$ cat src/rtl/pic_pkg.sv
// pic_pkg: shared types and constants for the 8259A-compatible PIC blocks.
//   isr_state_e  : INTA handshake state of isr_ctl
//   OCW_*        : OCW2 R/SL/EOI command codes
//   LVL_SPURIOUS : level reported when INTA arrives with no request pending
//   lvl_onehot() : 3-bit level to 8-bit one-hot mask
package pic_pkg;

  typedef enum logic [1:0] {
    ST_IDLE = 2'd0,
    ST_ACK1 = 2'd1,
    ST_GAP  = 2'd2,
    ST_ACK2 = 2'd3
  } isr_state_e;

  localparam logic [2:0] OCW_NS_EOI  = 3'b001;
  localparam logic [2:0] OCW_SP_EOI  = 3'b011;
  localparam logic [2:0] OCW_ROT_NS  = 3'b101;
  localparam logic [2:0] OCW_ROT_SP  = 3'b111;
  localparam logic [2:0] OCW_SET_PRI = 3'b110;

  localparam logic [2:0] LVL_SPURIOUS = 3'd7;

  function automatic logic [7:0] lvl_onehot(input logic [2:0] lvl);
    return 8'b0000_0001 << lvl;
  endfunction

endpackage

$ cat src/rtl/isr_prio_find.sv
// isr_prio_find: combinational rotating priority encoder.
// Level sp is the lowest priority, so the search order is sp+1, sp+2, ... sp
// (modulo 8).
//   bits [7:0] : candidate bits
//   sp   [2:0] : lowest-priority level
//   hit        : any bit set
//   idx  [2:0] : highest-priority set level (0 when hit=0)
module isr_prio_find
  import pic_pkg::*;
(
  input  logic [7:0] bits,
  input  logic [2:0] sp,
  output logic       hit,
  output logic [2:0] idx
);

  logic [2:0] cand;

  // Walk from lowest to highest priority; the last hit written wins.
  always_comb begin
    hit  = |bits;
    idx  = '0;
    cand = '0;
    for (int i = 7; i >= 0; i--) begin
      cand = sp + 3'(i + 1);
      if (bits[cand]) idx = cand;
    end
  end

endmodule

$ cat src/rtl/isr_ctl.sv
// isr_ctl: in-service register and INTA handshake controller of the PIC.
// Runs the two-pulse INTA sequence, owns the ISR and the rotating
// lowest-priority pointer sp, executes OCW2 EOI/rotation commands and
// drives the vector byte. All outputs are registered.
//   clk, rst_n       : clock, synchronous active-low reset
//   intr_in, code_in : request / highest pending level from the resolver
//   inta_n           : CPU acknowledge (active low, synchronous to clk)
//   ocw_wr, ocw_cmd, ocw_level : OCW2 write strobe, R/SL/EOI, L2..L0
//   vec_base         : ICW2 T7..T3
//   isr, sp          : in-service bits and lowest-priority level
//   int_out          : INT to the CPU
//   vec_out, vec_oe  : vector byte and data-bus drive enable
//   irr_clr          : one-cycle one-hot clear of the acknowledged IRR bit
// Build option ISR_AEOI_EN: adds input aeoi; when set, the end of the second
// INTA pulse clears the acknowledged ISR bit.
//
// state | meaning
// IDLE  | waiting for the first INTA fall
// ACK1  | first INTA pulse low, level latched
// GAP   | between the two pulses
// ACK2  | second pulse low, vector on the bus
module isr_ctl
  import pic_pkg::*;
(
  input  logic       clk,
  input  logic       rst_n,
`ifdef ISR_AEOI_EN
  input  logic       aeoi,
`endif
  input  logic       intr_in,
  input  logic [2:0] code_in,
  input  logic       inta_n,
  input  logic       ocw_wr,
  input  logic [2:0] ocw_cmd,
  input  logic [2:0] ocw_level,
  input  logic [4:0] vec_base,
  output logic [7:0] isr,
  output logic [2:0] sp,
  output logic       int_out,
  output logic [7:0] vec_out,
  output logic       vec_oe,
  output logic [7:0] irr_clr
);

  isr_state_e state_q, state_d;
  logic       inta_q;
  logic [7:0] isr_q, isr_d;
  logic [2:0] sp_q, sp_d;
  logic [2:0] lvl_q, lvl_d;
  logic       int_out_q, int_out_d;
  logic [7:0] vec_out_q, vec_out_d;
  logic       vec_oe_q, vec_oe_d;
  logic [7:0] irr_clr_q, irr_clr_d;

  logic       inta_fall, inta_rise;
  logic [7:0] isr_set, ocw_clr, aeoi_clr;
  logic       hp_hit;
  logic [2:0] hp_idx;

  assign inta_fall = inta_q & ~inta_n;
  assign inta_rise = ~inta_q & inta_n;

  // H is always searched in the pre-update ISR.
  isr_prio_find u_prio (
    .bits (isr_q),
    .sp   (sp_q),
    .hit  (hp_hit),
    .idx  (hp_idx)
  );

  always_comb begin
    state_d   = state_q;
    lvl_d     = lvl_q;
    vec_out_d = vec_out_q;
    vec_oe_d  = vec_oe_q;
    irr_clr_d = '0;
    isr_set   = '0;
    aeoi_clr  = '0;

    case (state_q)
      ST_IDLE: begin
        if (inta_fall) begin
          state_d = ST_ACK1;
          if (intr_in) begin
            lvl_d     = code_in;
            isr_set   = lvl_onehot(code_in);
            irr_clr_d = lvl_onehot(code_in);
          end else begin
            lvl_d = LVL_SPURIOUS;
          end
        end
      end
      ST_ACK1: begin
        if (inta_rise) state_d = ST_GAP;
      end
      ST_GAP: begin
        if (inta_fall) begin
          state_d   = ST_ACK2;
          vec_out_d = {vec_base, lvl_q};
          vec_oe_d  = 1'b1;
        end
      end
      ST_ACK2: begin
        if (inta_rise) begin
          state_d  = ST_IDLE;
          vec_oe_d = 1'b0;
`ifdef ISR_AEOI_EN
          if (aeoi) aeoi_clr = lvl_onehot(lvl_q);
`endif
        end
      end
      default: state_d = ST_IDLE;
    endcase
  end

  always_comb begin
    ocw_clr = '0;
    sp_d    = sp_q;
    if (ocw_wr) begin
      case (ocw_cmd)
        OCW_NS_EOI: begin
          if (hp_hit) ocw_clr = lvl_onehot(hp_idx);
        end
        OCW_SP_EOI: ocw_clr = lvl_onehot(ocw_level);
        OCW_ROT_NS: begin
          if (hp_hit) begin
            ocw_clr = lvl_onehot(hp_idx);
            sp_d    = hp_idx;
          end
        end
        OCW_ROT_SP: begin
          ocw_clr = lvl_onehot(ocw_level);
          sp_d    = ocw_level;
        end
        OCW_SET_PRI: sp_d = ocw_level;
        default: ;
      endcase
    end
  end

  // A set and a clear on the same bit in one cycle: the set wins.
  assign isr_d     = (isr_q & ~(ocw_clr | aeoi_clr)) | isr_set;
  assign int_out_d = (state_d == ST_IDLE) ? intr_in : 1'b0;

  always_ff @(posedge clk) begin
    if (!rst_n) begin
      state_q   <= ST_IDLE;
      inta_q    <= 1'b1;
      isr_q     <= '0;
      sp_q      <= 3'd7;
      lvl_q     <= '0;
      int_out_q <= 1'b0;
      vec_out_q <= '0;
      vec_oe_q  <= 1'b0;
      irr_clr_q <= '0;
    end else begin
      state_q   <= state_d;
      inta_q    <= inta_n;
      isr_q     <= isr_d;
      sp_q      <= sp_d;
      lvl_q     <= lvl_d;
      int_out_q <= int_out_d;
      vec_out_q <= vec_out_d;
      vec_oe_q  <= vec_oe_d;
      irr_clr_q <= irr_clr_d;
    end
  end

  assign isr     = isr_q;
  assign sp      = sp_q;
  assign int_out = int_out_q;
  assign vec_out = vec_out_q;
  assign vec_oe  = vec_oe_q;
  assign irr_clr = irr_clr_q;

endmodule

$ cat config.mk
export PLATFORM = sky130hd
export DESIGN_NAME = isr_ctl
export DESIGN_NICKNAME = d
export VERILOG_FILES = /design/src/rtl/pic_pkg.sv /design/src/rtl/isr_prio_find.sv /design/src/rtl/isr_ctl.sv
export SDC_FILE = /design/constraint.sdc
export NUM_CORES = 1
export LEC_CHECK = 0
export CAP_MARGIN = 40
export CELL_PAD_IN_SITES_DETAIL_PLACEMENT = 0
export CELL_PAD_IN_SITES_GLOBAL_PLACEMENT = 1
export CORE_MARGIN = 4
export CORE_UTILIZATION = 39
export DETAILED_ROUTE_END_ITERATION = 12
export PLACE_DENSITY = 0.81
export SLEW_MARGIN = 20
export SYNTH_ARGS = -nofsm -noshare
export SYNTH_HDL_FRONTEND = slang
export SYNTH_HIERARCHICAL = 1
export SYNTH_SLANG_ARGS = --single-unit
$ cat constraint.sdc
create_clock -name clk -period 4 [get_ports clk]
set_input_delay 0.6 -clock clk [delete_from_list [all_inputs] [get_ports clk]]
set_output_delay 0.6 -clock clk [all_outputs]
set_load 0.05 [all_outputs]
---- Yosys cells after proc, flatten, opt, wreduce, memory -nomap -nowiden ----
Index checks and enable logic that the tools add are counted.
storage, ports and cells
  input port bits ......................... 19
  register bits ........................... 35
  output and inout bits ................... 29
  word-level logic and storage cells ...... 99
operators by class
  $lt $le $gt $ge ......................... 8
  reduce and logical (&&, ||, !) cells .... 13
  shift-type cells ........................ 3
  multiplexer cells ....................... 41
  bitwise operators ....................... 7
  equal/unequal tests ..................... 11
  add/sub/neg operators ................... 7
operators with widths
  kind                                                                   number
  8-bit 2-to-1 mux                                                       5
  3-bit by 4-bit < comparator with 1-bit output (second input constant)  8
  3-bit 2-to-1 mux                                                       10
  1-bit binary-select mux with 3-bit select                              8
  1-bit by 3-bit left shift with 8-bit output (first input constant)     3
  8-bit one-hot mux with 2 select lines                                  1
  3-bit adder (second input constant)                                    4
  1-bit 2-to-1 mux                                                       10
  3-bit equality test (second input constant)                            3
  8-bit AND                                                              1
  2-bit 2-to-1 mux                                                       4
  8-bit NOT                                                              1
  8-bit OR                                                               1
  2-bit one-hot mux with 4 select lines                                  1
  8-bit OR reduction                                                     1
  3-bit by 2-bit adder with 3-bit output (second input constant)         2
  2-bit inequality test (second input constant)                          3
  3-bit one-hot mux with 2 select lines                                  1
  2-bit AND reduction                                                    3
  3-bit AND reduction                                                    2
  2-bit OR reduction                                                     3
  2-bit equality test (second input constant)                            2
  2-bit zero test                                                        2
  2-bit nonzero test                                                     2
  other kinds (7)                                                        9

---- Depth between registers and ports, before layout ----
  word-level depth ........................ 17
  depth in mapped cells ................... 14
  mapped depth without buffers ............ 11

---- Hierarchy ----
Netlist, hierarchy kept.
by module, submodules not included
  module         instances  sequential area each (um^2)  cells each  area each (um^2)
  isr_ctl        1          700.7                        140         1,436.4
  isr_prio_find  1          0.0                          99          820.8

---- Worst setup path after synthesis ----
Ideal clock, no wire load.
  path kind ............................... reg2reg
  start point ............................. register sp_q[1] (netlist: sp[1])
  end point ............................... register isr_q[0] (netlist: isr[0])
  period minus slack after synthesis ...... 4.006 ns
  required time ........................... 3.884 ns
  cell stages (with the launch flop) ...... 14
  arrival time ............................ 3.890 ns
  path slack .............................. -0.006 ns
  path buffers ............................ 2
  setup time .............................. 0.116 ns
  path through ............................ dfxtp_1 buf_2 clkbuf_1 inv_1 ha_1 mux4_1 a221oi_1 a2bb2oi_1 o221ai_1 o21ai_1 a22oi_1 nand4bb_1 or4b_1 a41o_1
between the ends
  word-level cells in the longest chain between the ends .. 17
  elaborated cells between the ends (all ways) .. 38
  classes of those cells .................. add/sub: 7; shift: 1; mux: 27; bitwise: 3
RTL lines
  item                                                                           RTL line                                  text
  start, declared                                                                isr_ctl.sv:48                             logic [2:0] sp_q, sp_d;
  start signal, assigned                                                         isr_ctl.sv:160                            sp_q <= sp_d;
  3-bit adder or 1-bit binary-select mux with 3-bit select (tied branches)       isr_prio_find.sv:25, isr_prio_find.sv:26
  1-bit binary-select mux with 3-bit select or 1-bit 2-to-1 mux (tied branches)  isr_prio_find.sv:26                       if (bits[cand]) idx = cand;
  1-bit 2-to-1 mux (implied by the code) or 3-bit 2-to-1 mux (tied branches)     isr_prio_find.sv:26
  3-bit 2-to-1 mux (6 in a row)                                                  isr_prio_find.sv:26
  3-bit 2-to-1 mux (*)                                                           isr_prio_find.sv:26
  via hp_idx[2]                                                                  isr_ctl.sv:58                             logic [2:0] hp_idx;
  1-bit by 3-bit left shift with 8-bit output (*)                                pic_pkg.sv:24                             return 8'b0000_0001 << lvl;
  8-bit 2-to-1 mux (*)                                                           isr_ctl.sv:122, isr_ctl.sv:126
  8-bit one-hot mux with 2 select lines (*)                                      isr_ctl.sv:120                            case (ocw_cmd)
  8-bit 2-to-1 mux (*)                                                           isr_ctl.sv:119                            if (ocw_wr) begin
  8-bit NOT (*)                                                                  isr_ctl.sv:142                            assign isr_d = (isr_q & ~(ocw_clr | aeoi_clr)) | isr_set;
  8-bit AND (*)                                                                  isr_ctl.sv:142
  8-bit OR (*)                                                                   isr_ctl.sv:142
  end signal, assigned                                                           isr_ctl.sv:159                            isr_q <= isr_d;
  end, declared                                                                  isr_ctl.sv:47                             logic [7:0] isr_q, isr_d;
The timed path passes the listed nets; every way through them passes the cells marked *. The select of a mux whose other input is x is not followed.
A chain may end at the register's enable or synchronous reset.

---- Final worst setup path ----
Ends and elaborated chain as after synthesis.

==> results.toml <==
[run_status]
status = "complete, no violations"

[placement]
numPortBuffers = 47
place_congestion = 0.925
placed_cell_area_um2 = 2790
hpwl_um = 4480
placed_cells = 350

[setup_path]
crit_start = "sp[1]$_SDFFE_PN1P_"
crit_buf_inv = 1
crit_path_cell_trace = "inv_1 -> ha_1 -> mux2i_1 -> and3_1 -> o311ai_0 -> a21oi_1 -> o31ai_1 -> a21oi_1 -> or4b_1 -> a41o_1"
timing.rr.end = "isr[0]$_SDFF_PN0_"
r2r-start = "sp[1]$_SDFFE_PN1P_"
cp.required_ns = 4.18
endpoint_kind = "flip-flop"
critPathCapture = "isr[0]$_SDFF_PN0_"
cp_common_cell = "a21oi_1"
worstSetupPathDepth = 10
critPathKind = "reg2reg"
r2r_slack_ns = 0.57
crit_path_max_incr_delay_ns = 0.57
worstRegToRegCells = 10
critical_path.top_delay_family = "compound AO/OA/AOI/OAI gates"
startpoint_type = "flip-flop"
critPathArrivalTime_ns = 3.61
cpMaxStageDelayCell = "or4b_1"
crit_fanout = 11

[pwr]
p_sw_share_pct = 30.1
power_switching_uw = 240
power_density_nw_per_um2 = 277
ir_worst_vdd_mv = 0.205
p_leak_uw = 0.00108
internal_power_uw = 556
combPwrFrac_pct = 22.4
seq_power_share_pct = 46.4
clockPowerShare_pct = 31.2

[sta]
finalSetupViolCount = 0
slew_violations = 0
setup_tns_ns = 0
clock_skew_ns = 0.00685
period_minus_slack_ns = 3.43
post-route-period-util_pct = 85.6
hold_viol_final = 0
rsz0062_at_grt = "false"
timing.hold.ws_ns = 0.479
tightestPinTransition_ns = 0.825
max_slew_margin_pct = 44.8
fmax_ghz = 0.292

[flow_run]
max-cap-violations = 0

[synth]
netlist_area_um2 = 2260
synth_mux_area_share_pct = 20.0
yosys_warnings = 6
synthXorXnorAreaFrac_pct = 1.55
yosys.area_share.simple_pct = 22.5
synthAdderAreaFrac_pct = 1.55
syn-instance-count = 239
synth_seq_cells = 35
synth_ff_type = "dfxtp_1"
synth_edf_count = 0
syn_area_per_cell_um2 = 9.44
synthArstFlopShare_pct = 0
syn_nets = 260
synth_cell_types = 51
synth_compound_area_share_pct = 19.6
synth_top_family_by_area = "simple AND/OR/NAND/NOR gates"
ys_seq_area_share_pct = 31.0

[clock_tree]
htreeDepth = 2
post_cts_buffers = 0
cts.sinks = 35
numCtsBuffers = 5
cts_hold_buf = 0
cts_resized = 0
cts_tree = "yes"
clock_latency_ns = 0.29
ctsLongestPathBuffers = 2
clkSlewWorstSetupHoldPaths_ns = 0.07
cts_root_buffer = "clkbuf_8"

[routing]
ant_nets = 0
first_iter_violations = 186
vias = 2131
wire_per_inst_um = 17.1
drcViolationCount = 0
via_per_inst = 5.97
drt-total-wl_um = 6120
drtPass1Iterations = 5

[global_route]
grt_pass1_vias = 1896
grt_pass1_wl_um = 9900
grt_overflow = 0
grt_max_degree = 28
grt_use_total_pct = 17.2
antenna_found_initial = 0

[final_layout]
fin_nets = 306
area_delta_synth_final_pct = 27.4
fillers = 548
diodes = 0
multi_input_area_um2 = 1470
layout_common_cells = "clkdlybuf4s50_1, dfxtp_1, nand2_1"
final_common_cell = "clkdlybuf4s50_1"
seqCellArea_um2 = 702
stdcell_count = 357
drive_gt1_share_pct = 9.82
finalInstanceArea_um2 = 2880

[floorplan]
dieHeight_um = 84.1
die_width_um = 84.1
io_pins = 48
start_util_pct = 40.5
row_count = 27
coreArea_um2 = 5570
fp.dieArea_um2 = 7070

[worst_hold_path]
hold_class = "reg2reg"
[routing by layer]
metal / global-route usage [%] / up-vias / wire length, µm / share of wire [%]
met5: 0 / - / 0 / 0
met4: 3.36 / 0 / 42 / 0.69
met3: 5.73 / 6 / 450 / 7.4
met2: 26.1 / 79 / 2830 / 46
met1: 23.7 / 1024 / 2790 / 46
li1: - / 1022 / - / -
[cells by family after synthesis]
kind of cell	count (synthesis)
adder cells (fa/ha/maj)	3
multiplexers	32
AO/OA/AOI/OAI	59
AND/OR/NAND/NOR	87
buffers and inverters	19
flip-flops	35
XOR/XNOR	4
[through the flow]
stage	setup slack (ns)	total power, µW	utilization, %
6_report	0.575	796	51.6
2_1_floorplan	0.185	496	-
3_5_place_dp	0.618	554	50.1
3_3_place_gp	0.559	553	50.1
5_1_grt	0.361	837	51.6
4_1_cts	0.614	802	51.6
[state kept, by name (all words and copies together), names as in the netlist]
signal,flops
irr_clr,8
isr,8
vec_out,8
lvl_q,3
sp,3
state_q,2
int_out,1
inta_q,1
vec_oe,1
[tightest hold or removal path, cell delays in order, from the launching register on]
cell and delay (ns):
dfxtp_1 0.32, nand2_1 0.05, a21boi_0 0.06
[worst min path at each step]
stage,depth (start not counted),slack [ns],endpoint,from
5_1_grt,2,0.52,vec_oe$_SDFFE_PN0P_,vec_oe$_SDFFE_PN0P_
6_report,2,0.48,vec_oe$_SDFFE_PN0P_,vec_oe$_SDFFE_PN0P_
4_1_cts,2,0.48,vec_oe$_SDFFE_PN0P_,vec_oe$_SDFFE_PN0P_
3_5_place_dp,2,0.47,vec_oe$_SDFFE_PN0P_,vec_oe$_SDFFE_PN0P_
2_1_floorplan,1,0.47,lvl_q[0]$_SDFFE_PN0P_,lvl_q[0]$_SDFFE_PN0P_
3_3_place_gp,2,0.47,vec_oe$_SDFFE_PN0P_,vec_oe$_SDFFE_PN0P_
[power by group through the flow]
stage / clock, µW / sequential, µW / combinational (µW)
CTS: 256 / 369 / 177
global route: 275 / 371 / 191
floorplan: 0 / 392 / 104
global placement: 0 / 377 / 176
detailed placement: 0 / 377 / 176
finish: 248 / 369 / 178
[synth_stat cells (3+ instances only)]
library cell / count / area (µm²)
o311ai_1: 5 / 43.8
mux2i_1: 17 / 170
a21oi_1: 6 / 30.0
nand3b_1: 10 / 75.1
o22ai_1: 9 / 56.3
dfxtp_1: 35 / 701
mux4_1: 4 / 105
nor2_1: 18 / 67.6
a211oi_1: 3 / 22.5
o21ai_1: 5 / 25.0
o21ai_0: 3 / 15.0
nor2b_1: 10 / 62.6
mux2_2: 5 / 56.3
a221o_1: 4 / 40.0
nor4b_2: 3 / 45.0
o211a_1: 3 / 30.0
nand3_1: 7 / 35.0
mux4_2: 4 / 90.1
a221oi_1: 6 / 52.6
nand2_1: 19 / 71.3
inv_1: 6 / 22.5
nand2b_1: 4 / 25.0
o32ai_1: 4 / 35.0
buf_2: 6 / 30.0
clkbuf_1: 6 / 22.5
[cell type report]
type	instances	area share (%)
clock buffer	5	2.39
timing repair buffer	52	17.7
multi-input combinational	185	51.1
tap	72	3.13
sequential	35	24.4
clock inverter	2	0.479
inverter	6	0.783
(Power assumes the default switching activity.)
